==> src/rtl/saturate_pkg.sv <==
// saturate_pkg: default widths, counter width and clamp-limit helpers for saturate_u8
package saturate_pkg;
  localparam int IN_W_DEF  = 10;
  localparam int OUT_W_DEF = 8;
  localparam int CNT_W     = 16;
  function automatic longint max_lim(input int w, input bit s);
    return s ? (longint'(1) <<< (w - 1)) - longint'(1) : (longint'(1) <<< w) - longint'(1);
  endfunction
  function automatic longint min_lim(input int w, input bit s);
    return s ? -(longint'(1) <<< (w - 1)) : longint'(0);
  endfunction
endpackage

==> src/rtl/sat_core.sv <==
// sat_core: combinational clamp of an IN_W-bit word into OUT_W bits, unsigned or two's-complement
module sat_core
  import saturate_pkg::*;
#(
  parameter int IN_W   = IN_W_DEF,
  parameter int OUT_W  = OUT_W_DEF,
  parameter int SIGNED = 0
) (
  input  logic [IN_W-1:0]  din,
  output logic [OUT_W-1:0] result,
  output logic             hi,
  output logic             lo
);
  localparam longint MAX = max_lim(OUT_W, SIGNED != 0);
  localparam longint MIN = min_lim(OUT_W, SIGNED != 0);
  logic signed [63:0] x;
  // widen din to 64 bits so both limits compare exactly in one signed domain
  always_comb begin
    x      = SIGNED != 0 ? 64'($signed(din)) : $signed(64'(din));
    hi     = x > MAX;
    lo     = x < MIN;
    result = hi ? MAX[OUT_W-1:0] : lo ? MIN[OUT_W-1:0] : din[OUT_W-1:0];
  end
endmodule

==> src/rtl/saturate_u8.sv <==
// saturate_u8: registered saturating narrower with optional saturation counter (SATURATE_U8_STATS_EN)
module saturate_u8
  import saturate_pkg::*;
#(
  parameter int IN_W   = IN_W_DEF,
  parameter int OUT_W  = OUT_W_DEF,
  parameter int SIGNED = 0
) (
  input  logic             clk,
  input  logic             rst_n,
  input  logic             in_valid,
  input  logic [IN_W-1:0]  din,
  input  logic             cnt_clr,
  output logic [OUT_W-1:0] dout,
  output logic             out_valid,
  output logic             sat_hi,
  output logic             sat_lo,
  output logic [CNT_W-1:0] sat_count
);
  logic [OUT_W-1:0] res, dout_q, dout_d;
  logic             hi, lo, vld_q, hi_q, lo_q, hi_d, lo_d;
  sat_core #(.IN_W(IN_W), .OUT_W(OUT_W), .SIGNED(SIGNED)) u_core (
    .din(din), .result(res), .hi(hi), .lo(lo)
  );
  // dout holds across idle cycles; flags only describe a freshly registered sample
  always_comb begin
    dout_d = in_valid ? res : dout_q;
    hi_d   = in_valid & hi;
    lo_d   = in_valid & lo;
  end
  // single output register stage
  always_ff @(posedge clk or negedge rst_n) begin
    if (!rst_n) begin
      dout_q <= '0;
      vld_q  <= 1'b0;
      hi_q   <= 1'b0;
      lo_q   <= 1'b0;
    end else begin
      dout_q <= dout_d;
      vld_q  <= in_valid;
      hi_q   <= hi_d;
      lo_q   <= lo_d;
    end
  end
  assign dout      = dout_q;
  assign out_valid = vld_q;
  assign sat_hi    = hi_q;
  assign sat_lo    = lo_q;
`ifdef SATURATE_U8_STATS_EN
  logic [CNT_W-1:0] cnt_q, cnt_d;
  // clear wins over increment; the count sticks at all ones
  always_comb cnt_d = cnt_clr ? '0 : (in_valid && (hi || lo) && cnt_q != '1) ? cnt_q + CNT_W'(1) : cnt_q;
  // saturation event counter
  always_ff @(posedge clk or negedge rst_n) begin
    if (!rst_n) cnt_q <= '0;
    else        cnt_q <= cnt_d;
  end
  assign sat_count = cnt_q;
`else
  logic unused_clr;
  assign unused_clr = cnt_clr;
  assign sat_count  = '0;
`endif
endmodule

==> config.mk <==
export PLATFORM = sky130hd
export DESIGN_NAME = saturate_u8
export DESIGN_NICKNAME = d
export VERILOG_FILES = /design/src/rtl/saturate_pkg.sv /design/src/rtl/sat_core.sv /design/src/rtl/saturate_u8.sv
export SDC_FILE = /design/constraint.sdc
export NUM_CORES = 1
export LEC_CHECK = 0
export BUFFER_PORTS_ARGS = -buffer_cell sky130_fd_sc_hd__buf_4
export CORE_MARGIN = 4
export CORE_UTILIZATION = 38
export DETAILED_ROUTE_END_ITERATION = 6
export PLACE_DENSITY = 0.8
export SYNTH_ARGS = -nofsm -noshare
export SYNTH_HDL_FRONTEND = slang
export SYNTH_SLANG_ARGS = --single-unit
==> constraint.sdc <==
create_clock -name clk -period 0.8 [get_ports clk]
set_input_delay 0.08 -clock clk [delete_from_list [all_inputs] [get_ports clk]]
set_output_delay 0.08 -clock clk [all_outputs]
set_load 0.005 [all_outputs]
==> qor.csv <==
stage;metric;value;unit
floorplan;dieArea;0.002098;mm²
yosys;synth_area_leader_cell;dfrtp_1;
floorplan;initial_core_util;41.22;%
yosys;ys_warn_count;0;
grt;grt_antenna_before_repair;0;
finish;antenna_cells;0;
placement;portBuffers;22;
run_status;outcome;finished, violations left;
sta;fin_crit_sh;107.2;%
floorplan;die_w;45.80;µm
yosys;synth_top_area_share;46.08;%
setup_path;cp_top_family;flip-flops;
pwr;p_per_area;1523;mW/mm²
setup_path;slowest_delay;0.40;ns
sta;layout_setup_ws;-0.05792;ns
setup_path;critPathArrivalTime;0.78;ns
pwr;clkPwrFrac;30.6;%
grt;grt.overflow.total;0;
grt;first_global_vias;401;
cts;clk_latency;0.26;ns
pwr;switching_share;25.54;%
drt;drc;0;
pwr;power;0.001117;W
floorplan;ioPinCount;41;
sta;slew_violations;0;
drt;drt_iter0_markers;9;
job;cap_violations;0;
floorplan;row_count;13;
cts;cts-root-buf;clkbuf_4;
setup_path;crit_buf_inv;1;
finish;area_growth;35.02;%
finish;layout-drive-gt1-share;42.68;%
yosys;synth_area_per_cell;9.527;µm²
finish;final_util;55.65;%
pwr;ir_drop;0.0009000;V
sta;setup_viol;10;
drt;drtAntennaViolNets;0;
floorplan;core;0.001318;mm²
grt;grt_max_degree;19;
drt;avgRoutedWirePerCell;11.89;µm
finish;final_area;733.2;µm²
sta;rsz0062_at_grt;yes;
setup_path;crit_chain;buf_6;
placement;globalplace.congestion;0.7039;
pwr;p_int;0.0008314;W
grt;grt_pass1_wl;1787;µm
drt;viasPerCell;4.320;
yosys;synthCells;57;
setup_path;worstSetupPathType;reg -> out;
cts;numCtsBuffers;3;
placement;dpl.hpwl;815.6;µm
drt;wirelength;1153;µm
grt;grt_usage;12.14;%
pwr;pwr-share-seq;49.5;%
run_status;violations;negative setup slack;
pwr;combinationalPowerShare;19.9;%
pwr;leakagePower;0.3413;nW
sta;min_period;0.8579;ns
sta;hold_viol;0;
cts;clk_pin_slew;0.07;ns
cts;max-clock-path-buffers;2;
sta;finClkSkew;0;ns
yosys;synth_seq_cells;10;
setup_path;cp_slowest_cell;dfrtp_1;
cts;htreeDepth;1;
min_path;min_path_type;in -> reg;
yosys;synth.distinct_cells;12;
setup_path;crit_fanout;2;
setup_path;end_kind;output pin;
yosys;syn_area;543.0;µm²
placement;post-place-ws;0.1554;ns
setup_path;worst_setup_path_start_kind;flop;
placement;place_area;618.1;µm²
sta;fmax;1166;MHz
drt;dr.pass1.iters;4;
drt;num_vias;419;
yosys;ys_seq_area_share;46.08;%
cts;cts_tree;done;
cts;clkSinkCount;10;
finish;nets;98;
floorplan;dieHeight;45.80;µm
pwr;p_sw;0.0002852;W
yosys;synth.area.top_cells;dfrtp_1, buf_4, a21oi_1;
setup_path;worstPathRequired;0.72;ns
[cells in the final DEF (no fill, tap or decap)]
cell / netlist / layout
clkbuf_4: 0 / 3
nor2_2: 1 / 4
dlygate4sd3_1: 0 / 1
o21a_1: 1 / 1
nor2_1: 7 / 4
conb_1: 1 / 17
nor3_1: 8 / 8
dfrtp_1: 10 / 10
a21oi_2: 0 / 2
buf_6: 1 / 10
a21oi_1: 8 / 6
buf_4: 17 / 16
[timing repair]
action / CTS / global route
hold buffers: 1 / 0
setup endpoints to repair: 10 / 12
hold endpoints to repair: 10 / 0
gates resized for setup: 10 / 5
setup buffers: 2 / 2
[worst reg2reg max path: cells and delay by family (launching register included)]
| family | cells | cell delay (ns) |
|---|---|---|
| simple gates | 1 | 0.07 |
| flops | 1 | 0.40 |
| compound gates | 1 | 0.05 |
| buf+inv | 1 | 0.14 |
[metrics by stage]
| step | setup TNS (ns) | hold slack (ns) | std cells |
|---|---|---|---|
| after global placement | 0 | -0.08610 | 89 |
| after floorplan | 0 | -0.2156 | 73 |
| after CTS | -0.4597 | 0.05357 | 95 |
| final | -0.3976 | 0.06720 | 97 |
| after detailed placement | 0 | -0.08014 | 89 |
| after global routing | -0.7426 | 0.06134 | 97 |
[power by group through the flow]
stage	registers (W)	logic (W)	clock network, W
after floorplan	0.000561	0.000143	0
after global placement	0.000557	0.000173	0
after detailed placement	0.000558	0.000178	0
after CTS	0.000553	0.000207	0.000346
after global routing	0.000556	0.000247	0.000381
final	0.000553	0.000223	0.000341
[synth_stat cells]
master	number
conb_1	1
buf_6	1
buf_4	17
a21oi_1	8
buf_2	1
clkbuf_2	1
nor3_1	8
nor2_1	7
o21a_1	1
dfrtp_1	10
nor2_2	1
buf_12	1
[flip-flops by register name, indices dropped and copies added (netlist names)]
signal / cells
sat_hi: 1
out_valid: 1
dout: 8
[routing by layer]
layer / track usage, % / up-vias / routed length (µm)
li1: - / 203 / -
met1: 15.01 / 198 / 427
met2: 19.50 / 18 / 623
met3: 3.557 / 0 / 101
met4: 5.114 / 0 / 0
met5: 0 / - / 0
[area by class of cell]
class | count | area (µm²)
timing repair buffer | 27 | 242.7
tap | 15 | 18.77
clock buffer | 3 | 22.52
multi-input combinational | 42 | 198.9
sequential | 10 | 250.2
fill | 125 | 584.3
[cells by family after synthesis]
group	synth area share, %
other	0.6906
AOI/OAI and AO/OA	8.757
and+or+nand+nor	13.37
buffers and inverters	31.10
DFF	46.08
[final timing paths]
check	start	endpoint	slack, ns	depth (start not counted)
min in group asynchronous	rst_n	out_valid	0.21	2
max	dout[2]	dout[2]	-0.06	1
max in group asynchronous	rst_n	dout[4]	0.45	2
max reg2reg	dout[3]	dout[3]	0.03	3
min reg2reg	dout[5]	dout[5]	0.55	2
min	in_valid	out_valid	0.07	1
(Power assumes the default switching activity.)
